`src/rtl/quar_sequencer_if.sv`:
```
// Signal bundle between the quarantine sequencer, the board button and the LED countdown block.
interface quar_sequencer_if;
    logic       btnC;
    logic       resetQUAR;
    logic       QUAR;
    logic       resetFLAG;
    logic       tick;
    logic       busy;
    logic       lockout;
    logic [7:0] event_count;

    modport master (
        input  btnC, resetQUAR,
        output QUAR, resetFLAG, tick, busy, lockout, event_count
    );

    modport slave (
        output btnC, resetQUAR,
        input  QUAR, resetFLAG, tick, busy, lockout, event_count
    );
endinterface

```
`src/rtl/quar_sequencer.sv`:
```
// Quarantine countdown controller: button debounce, QUAR/resetFLAG handshake,
// countdown tick generation and post-countdown lockout, all on one clock.
module quar_sequencer #(
    parameter int TICK_DIV        = 134_000_000,
    parameter int DEBOUNCE_CYCLES = 1_000_000,
    parameter int COOLDOWN_TICKS  = 2
) (
    input  logic             CLOCK,
    input  logic             RESET_N,
    quar_sequencer_if.master io_seq
);
    localparam int DIV_W = (TICK_DIV > 2) ? $clog2(TICK_DIV) : 1;
    localparam int DEB_W = (DEBOUNCE_CYCLES > 1) ? $clog2(DEBOUNCE_CYCLES) : 1;
    localparam int CD_W  = (COOLDOWN_TICKS > 1) ? $clog2(COOLDOWN_TICKS) : 1;

    localparam logic [DIV_W-1:0] DIV_LAST     = DIV_W'(TICK_DIV - 1);
    localparam logic [DEB_W-1:0] DEB_LAST     = DEB_W'(DEBOUNCE_CYCLES - 1);
    localparam logic [CD_W-1:0]  CD_LAST      = CD_W'((COOLDOWN_TICKS > 0) ? COOLDOWN_TICKS - 1 : 0);
    localparam bit               HAS_COOLDOWN = (COOLDOWN_TICKS > 0);

    typedef enum logic [1:0] {
        S_IDLE     = 2'd0,
        S_RUN      = 2'd1,
        S_ACK      = 2'd2,
        S_COOLDOWN = 2'd3
    } state_t;

    state_t           r_state;
    state_t           w_state_next;
    logic [1:0]       r_sync;
    logic [DEB_W-1:0] r_deb_cnt;
    logic             r_deb;
    logic             r_deb_prev;
    logic [DIV_W-1:0] r_div;
    logic [CD_W-1:0]  r_cd_cnt;
    logic             r_quar;
    logic             r_flag;
    logic             r_tick;
    logic             r_busy;
    logic             r_lockout;
    logic [7:0]       r_event_count;
    logic             w_sync;
    logic             w_press;
    logic             w_div_active;
    logic             w_tick_evt;

    assign w_sync       = r_sync[1];
    assign w_press      = r_deb & ~r_deb_prev;
    assign w_div_active = (r_state == S_RUN) || (r_state == S_COOLDOWN);
    assign w_tick_evt   = w_div_active && (r_div == DIV_LAST);

    always_ff @(posedge CLOCK or negedge RESET_N) begin
        if (!RESET_N) begin
            r_sync     <= 2'b00;
            r_deb_cnt  <= '0;
            r_deb      <= 1'b0;
            r_deb_prev <= 1'b0;
        end else begin
            r_sync     <= {r_sync[0], io_seq.btnC};
            r_deb_prev <= r_deb;
            // Any sample agreeing with the accepted level restarts the stability count.
            if (w_sync == r_deb) begin
                r_deb_cnt <= '0;
            end else if (r_deb_cnt == DEB_LAST) begin
                r_deb     <= w_sync;
                r_deb_cnt <= '0;
            end else begin
                r_deb_cnt <= r_deb_cnt + DEB_W'(1);
            end
        end
    end

    always_ff @(posedge CLOCK or negedge RESET_N) begin
        if (!RESET_N) begin
            r_state <= S_IDLE;
        end else begin
            r_state <= w_state_next;
        end
    end

    always_comb begin
        w_state_next = r_state;
        case (r_state)
            S_IDLE: begin
                if (w_press) begin
                    w_state_next = S_RUN;
                end
            end
            S_RUN: begin
                if (io_seq.resetQUAR) begin
                    w_state_next = S_ACK;
                end
            end
            S_ACK: begin
                if (!io_seq.resetQUAR) begin
                    w_state_next = HAS_COOLDOWN ? S_COOLDOWN : S_IDLE;
                end
            end
            S_COOLDOWN: begin
                // Presses arriving here, even on the final tick, are dropped.
                if (w_tick_evt && (r_cd_cnt == CD_LAST)) begin
                    w_state_next = S_IDLE;
                end
            end
            default: begin
                w_state_next = S_IDLE;
            end
        endcase
    end

    always_ff @(posedge CLOCK or negedge RESET_N) begin
        if (!RESET_N) begin
            r_div         <= '0;
            r_cd_cnt      <= '0;
            r_quar        <= 1'b0;
            r_flag        <= 1'b0;
            r_tick        <= 1'b0;
            r_busy        <= 1'b0;
            r_lockout     <= 1'b0;
            r_event_count <= 8'd0;
        end else begin
            // Divider idles at zero outside RUN/COOLDOWN, so each entry starts a full period.
            if (!w_div_active || w_tick_evt || (w_state_next != r_state)) begin
                r_div <= '0;
            end else begin
                r_div <= r_div + DIV_W'(1);
            end

            if (r_state != S_COOLDOWN) begin
                r_cd_cnt <= '0;
            end else if (w_tick_evt) begin
                r_cd_cnt <= (r_cd_cnt == CD_LAST) ? '0 : r_cd_cnt + CD_W'(1);
            end

            r_tick    <= w_tick_evt;
            r_quar    <= (w_state_next == S_RUN);
            r_flag    <= (w_state_next == S_ACK);
            r_busy    <= (w_state_next == S_RUN) || (w_state_next == S_ACK);
            r_lockout <= (w_state_next == S_COOLDOWN);

            if ((r_state == S_IDLE) && (w_state_next == S_RUN) && (r_event_count != 8'hFF)) begin
                r_event_count <= r_event_count + 8'd1;
            end
        end
    end

    assign io_seq.QUAR        = r_quar;
    assign io_seq.resetFLAG   = r_flag;
    assign io_seq.tick        = r_tick;
    assign io_seq.busy        = r_busy;
    assign io_seq.lockout     = r_lockout;
    assign io_seq.event_count = r_event_count;
endmodule

```
`src/flat_wrapper.sv`:
```
// flat-port wrapper written by rule: the top's interface ports become plain ports
module quar_sequencer_flat 
#(
    parameter int TICK_DIV        = 134_000_000,
    parameter int DEBOUNCE_CYCLES = 1_000_000,
    parameter int COOLDOWN_TICKS  = 2
)
  (CLOCK, RESET_N, io_seq_btnC, io_seq_resetQUAR, io_seq_QUAR, io_seq_resetFLAG, io_seq_tick, io_seq_busy, io_seq_lockout, io_seq_event_count);
  quar_sequencer_if io_seq_i ();
  input  logic CLOCK;
  input  logic RESET_N;
  input wire logic [$bits(io_seq_i.btnC)-1:0] io_seq_btnC;
  input wire logic [$bits(io_seq_i.resetQUAR)-1:0] io_seq_resetQUAR;
  output wire logic [$bits(io_seq_i.QUAR)-1:0] io_seq_QUAR;
  output wire logic [$bits(io_seq_i.resetFLAG)-1:0] io_seq_resetFLAG;
  output wire logic [$bits(io_seq_i.tick)-1:0] io_seq_tick;
  output wire logic [$bits(io_seq_i.busy)-1:0] io_seq_busy;
  output wire logic [$bits(io_seq_i.lockout)-1:0] io_seq_lockout;
  output wire logic [$bits(io_seq_i.event_count)-1:0] io_seq_event_count;
  assign io_seq_i.btnC = io_seq_btnC;
  assign io_seq_i.resetQUAR = io_seq_resetQUAR;
  assign io_seq_QUAR = io_seq_i.QUAR;
  assign io_seq_resetFLAG = io_seq_i.resetFLAG;
  assign io_seq_tick = io_seq_i.tick;
  assign io_seq_busy = io_seq_i.busy;
  assign io_seq_lockout = io_seq_i.lockout;
  assign io_seq_event_count = io_seq_i.event_count;
  quar_sequencer #(.TICK_DIV(TICK_DIV), .DEBOUNCE_CYCLES(DEBOUNCE_CYCLES), .COOLDOWN_TICKS(COOLDOWN_TICKS)) u_core (.CLOCK(CLOCK), .RESET_N(RESET_N), .io_seq(io_seq_i));
endmodule
```
`config.mk`:
```
export PLATFORM = sky130hd
export DESIGN_NAME = quar_sequencer_flat
export DESIGN_NICKNAME = d
export VERILOG_FILES = /design/src/rtl/quar_sequencer_if.sv /design/src/rtl/quar_sequencer.sv /design/src/flat_wrapper.sv
export SDC_FILE = /design/constraint.sdc
export NUM_CORES = 1
export LEC_CHECK = 0
export CAP_MARGIN = 20
export CORE_MARGIN = 2
export CORE_UTILIZATION = 58
export CTS_BUF_LIST = sky130_fd_sc_hd__clkbuf_2
export CTS_CLUSTER_SIZE = 28
export DETAILED_ROUTE_END_ITERATION = 6
export PLACE_DENSITY = 0.77
export SYNTH_ARGS = -nofsm -noshare
export SYNTH_HDL_FRONTEND = slang
export SYNTH_SLANG_ARGS = --single-unit
```
`constraint.sdc`:
```
create_clock -name CLOCK -period 2.49 [get_ports CLOCK]
set_input_delay 0.6225 -clock CLOCK [delete_from_list [all_inputs] [get_ports CLOCK]]
set_output_delay 0.6225 -clock CLOCK [all_outputs]
set_load 0.01 [all_outputs]
```
==> flow_summary.yaml <==
global_routing:
  grt_max_degree: 68
  grt_use_met2_pct: 35.51
  grt_usage_pct: 22.56
  grt_pass1_vias: 2442
  grt_overflow: 0
  met3_usage_pct: 6.818
  busiest_layer: "met2"
  gr-usage-met1_pct: 29.47
  grt_first_pass_wirelength_um: 10940
  antenna_found_initial: 0
power:
  p_leak_uw: 0.001491
  peakVddDrop_mv: 0.3612
  p_per_area_mw_per_mm2: 495.0
  total_power_uw: 1847
synthesis:
  ys_types: 42
  synth_nets: 331
  synth_edf_count: 0
  synth-compound-area-share_pct: 8.598
  ys_seq_area_share_pct: 51.20
  synth_simple_gate_area_share_pct: 25.18
  yosysMostFrequentCell: "dfrtp_1"
  synth_commonest_cells: "dfrtp_1 (67), nor2_1 (37), nand3_1 (22), xnor2_1 (22), nand2_1 (18)"
  synth_top_area_cell: "dfrtp_1"
  ys_top_cells_by_area: "dfrtp_1 (51%), xnor2_1 (5.9%), nor2_1 (4.2%)"
  ys.flop_type: "dfrtp_1"
  yosys-mux-area-fraction_pct: 0.9935
  synth_top_area_share_pct: 51.20
  synthXorXnorAreaFrac_pct: 9.094
  syn_inst: 321
  synth_top_family_by_area: "simple AND/OR/NAND/NOR gates"
  async_reset_ff_share_pct: 100.0
  ys_seq_elements: 67
  synth_fa_ha_area_share_pct: 2.293
  avgSynthCellArea_um2: 10.20
  syn_area_mm2: 0.003274
  yosysWarnings: 0
drt:
  drt-initial-drc-count: 159
  drt-pass1-iter-count: 4
  vias_per_cell: 5.896
  vias: 2541
  drt_wl_total_um: 6278
  drc: 0
  post_drt_wl_per_cell_um: 14.57
  postRouteAntennaNets: 0
clock_tree:
  root_buffer: "clkbuf_2"
  clock-sinks: 67
  cts_buffers: 9
  clock_latency_ns: 0.51
  cts_tree: "yes"
  cts_buffer_depth: 2
  htreeDepth: 3
  clkSlewWorstSetupHoldPaths_ns: 0.18
worst_setup_path:
  r2r_slack_ns: 0.09
  end_kind: "flop"
  critPathKind: "flop to flop"
  crit_required_ns: 2.90
  arrival_ns: 2.81
  startpoint_type: "flop"
  worstPathMaxFanout: 8
finish:
  final_area_mm2: 0.003732
  nets: 366
  antenna_cells: 0
  n_fill_cell: 445
  syn_to_final_growth_pct: 13.99
  drive_above_1_share_pct: 12.26
floorplan:
  die_area_mm2: 0.006262
  die_h_um: 79.14
  coreArea_mm2: 0.005473
  die_w_um: 79.14
  io_pins: 17
  initial_core_util_pct: 59.83
  rows: 27
timing:
  slew_viol_final: 0
  finalClockSkew_ns: 0.02181
  post-route-period-util_pct: 96.45
  hold_viol: 0
  fmax_ghz: 0.4164
  fin_ws_ns: 0.08828
  tightest_slew_ns: 0.6003
  finalSetupTns_ns: 0
  slew_headroom_pct: 59.61
  setup_viol_count_final: 0
  finalCriticalPeriod_ns: 2.402
placed_design:
  placed_area_mm2: 0.003585
  dp_slack_ns: -0.1373
  gp_congestion: 0.8157
  portBuffers: 16
  hpwl_um: 4083
run_status:
  status: "finished, final reports clean"
hold_path:
  hp-class: "input pin to async pin"
job:
  maxCapViolations: 0
state kept, by name (all words and copies together) (netlist names):
name,cells
u_core.r_cd_cnt,1
u_core.io_seq.event_count,8
u_core.io_seq.QUAR,1
u_core.r_deb,1
u_core.r_div,27
u_core.io_seq.lockout,1
u_core.io_seq.tick,1
u_core.r_sync,2
u_core.r_state,2
u_core.r_deb_cnt,20
u_core.io_seq.resetFLAG,1
u_core.r_deb_prev,1
u_core.io_seq.busy,1
where the power goes:
part	switching, uW	internal (uW)	leakage (uW)
Clock	372	329	0.0000779
Sequential	4.95	1090	0.000929
Combinational	32.6	13.6	0.000484
path summary, 6_finish.rpt:
kind | from | end | cells past startpoint
min in group CLOCK | u_core.r_sync[0]$_DFF_PN0_ | u_core.r_sync[1]$_DFF_PN0_ | 0
worst max-delay path | u_core.r_div[21]$_DFF_PN0_ | u_core.io_seq.event_count[1]$_DFFE_PN0P_ | 8
worst min register to register | u_core.r_sync[0]$_DFF_PN0_ | u_core.r_sync[1]$_DFF_PN0_ | 0
worst max register to register | u_core.r_div[21]$_DFF_PN0_ | u_core.io_seq.event_count[1]$_DFFE_PN0P_ | 8
worst min-delay path | RESET_N | u_core.r_div[21]$_DFF_PN0_ | 2
max in group asynchronous | RESET_N | u_core.r_div[4]$_DFF_PN0_ | 2
placed cells by master (no fill, tap or decap), drive strengths merged, types with 11 or more instances in the layout:
| cell | Yosys | layout |
|---|---|---|
| dfrtp | 67 | 67 |
| nor2 | 37 | 37 |
| nand3 | 22 | 22 |
| xnor2 | 22 | 22 |
| nand2 | 18 | 18 |
| a21oi | 18 | 18 |
| buf | 3 | 17 |
| clkdlybuf4s50 | 0 | 15 |
| xor2 | 12 | 12 |
| nor3 | 12 | 12 |
| inv | 11 | 11 |
| clkbuf | 5 | 11 |
| nand4 | 11 | 11 |
stage by stage:
stage	std cells	hold slack [ns]	util, %
global route	431	0.06348	68.20
finish	431	0.08639	68.20
CTS	428	0.08353	67.70
floorplan	321	0.3269	-
detailed placement	414	0.3440	65.50
global placement	414	0.3391	65.50
metal layers:
layer  vias to the layer above  share of wire [%]
met5                         -                  0
met4                         0                1.5
met3                         9                4.0
met2                        40                 47
met1                      1256                 47
li1                       1236                  -
repair_timing:
action / in CTS / in global routing
gates resized for setup: 0 / 1
hold endpoints to repair: 0 / 0
hold buffers: 0 / 0
endpoints found under the setup margin: 0 / 4
setup buffers: 0 / 3
logic make-up (layout without fill, tap and decap cells):
family,after synthesis,in the layout
AND/OR/NAND/NOR,149,149
flip-flops,67,67
AO/OA/AOI/OAI,43,43
XOR/XNOR,34,34
buffers and inverters,19,57
adder cells (fa/ha/maj),6,6
multiplexers,3,3
final cells by class:
| type | instances | area, um^2 | share of cell area [%] |
|---|---|---|---|
| clock buffers | 11 | 55.05 | 1.475 |
| clock inverters | 3 | 65.06 | 1.743 |
| inverters | 11 | 41.29 | 1.106 |
| multi-input cells | 235 | 1516 | 40.63 |
| flip-flops and latches | 67 | 1677 | 44.92 |
| well taps | 72 | 90.09 | 2.414 |
| repair buffers | 32 | 287.8 | 7.710 |
critical path, cell delays in order (launching register included):
cell and delay (ns):
dfrtp_1 0.43, nand4_1 0.16, or2_2 0.35, nand4b_1 0.27, o21a_1 0.27, ha_1 0.21
o2111ai_1 0.08, buf_4 0.20, mux2_2 0.33
(Power assumes the default switching activity.)
==> edit, RTL diff (same flow settings) <==
Re-encode `state_t` (4 states) as one-hot, 4 bits wide.
--- a/src/rtl/quar_sequencer.sv
+++ b/src/rtl/quar_sequencer.sv
@@ -19,9 +19,9 @@
     localparam bit               HAS_COOLDOWN = (COOLDOWN_TICKS > 0);
 
-    typedef enum logic [1:0] {
-        S_IDLE     = 2'd0,
-        S_RUN      = 2'd1,
-        S_ACK      = 2'd2,
-        S_COOLDOWN = 2'd3
+    typedef enum logic [3:0] {
+        S_IDLE     = 4'b0001,
+        S_RUN      = 4'b0010,
+        S_ACK      = 4'b0100,
+        S_COOLDOWN = 4'b1000
     } state_t;
 
Check against the original RTL: same outputs for any inputs over 10 cycles, from zero or initial values and one cycle with RESET_N low; not proved beyond that.
==> edit against the original RTL <==
Setup slack better by 0.17 ns. Synthesized area is 5.1% higher. Final area is 0.13% higher. Synthesized cell count is 7.2% higher. Total power is 7.5% lower. Routed wire length is 2.7% higher. Sequential cell count is 2 higher. Global-route usage is 0.12 points higher. Via count is 2.1% higher. Count of clock-buffer cells in the layout is 1 higher. Clock skew is 0.028 ns higher. Largest cell class unchanged.
==> edit: results (changes against the original RTL) <==
logic_synthesis:
  postSynthAreaPerCell_um2: 10.0  # -1.9%
  synth_xor_area_share_pct: 9.16  # +0.066 points
  synth_common_cells: "68 x dfrtp_1, 36 x nor2_1, 21 x nand2_1, 21 x nand3_1, 21 x xnor2_1"
  synth-compound-area-share_pct: 8.98  # +0.38 points
  synth_nets: 351  # +6.0%
  synth_seq_cells: 69  # +3.0%
  synth.yosys.seq_area_share_pct: 50.2  # -1.0 points
  yosysUniqueCellTypes: 49  # +17%
  synthAdderAreaFrac_pct: 1.09  # -1.2 points
placement:
  dpl.hpwl_um: 4430  # +8.4%
  post-place-ws_ns: 0.295  # +0.432 ns
  placedCellCount: 426  # +2.9%
detailed_routing:
  wl_um: 6450  # +2.7%
sta:
  tightestPinTransition_ns: 0.534  # -0.0658 ns
  skew_ns: 0.0500  # +0.0282 ns
critical_path:
  worstPathArrival_ns: 2.62  # -0.19 ns
  reg2reg_from: "u_core.r_div[0]$_DFF_PN0_"
  cp_slowest_cell: "or4_1"
  r2r_end: "u_core.r_div[22]$_DFF_PN0_"
  reg2reg_depth: 5  # -3
  max_stage_delay_ns: 0.72  # +0.29 ns
status:
  outcome: "complete, no violations"
power:
  leakage_uw: 0.00149  # -0.11%
  peakVddDrop_mv: 0.302  # -16%
finish:
  nonClkBufAreaFrac_pct: 5.49  # -2.2 points
  n_all_buffers: 21  # -34%
  nNonClkInverters: 10  # -1
  fill_cells: 490  # +10%
clock_network:
  clk_pin_slew_ns: 0.23  # +0.05 ns
global_routing:
  grt_max_degree: 48  # -29%
  grt_pass1_vias: 2497  # +2.3%
  grt_pass1_wl_um: 11500  # +5.2%
  track_usage_pct: 22.7  # +0.12 points
[edit: worst max-delay path, delay by kind of cell (launching register included)]
kind	cells	cell delay [ns]
simple gates	3	1.32
fa+ha+maj	1	0.24
compound gates	1	0.16
flops	1	0.44
[edit: power by group]
group / total [uW] / switching (uW) / internal (uW)
logic: 46.6 / 32.9 / 13.8
clock network: 528 / 385 / 143
registers: 1130 / 6.49 / 1130
[edit: per-stage QoR]
step | hold slack (ns) | instance area (um2) | util (%)
6_report | 0.0589 | 3740 | 64.3
5_1_grt | 0.0430 | 3740 | 64.3
4_1_cts | 0.0466 | 3740 | 64.3
3_5_place_dp | 0.350 | 3650 | 62.8
3_3_place_gp | 0.344 | 3650 | 62.8
2_1_floorplan | 0.327 | 3440 | -
[edit: metal layers]
layer  vias up  track usage, %
li1       1281               -
met4         0            8.81
met5         -               0
met1      1257            30.1
met2        48            35.9
met3         9            5.67
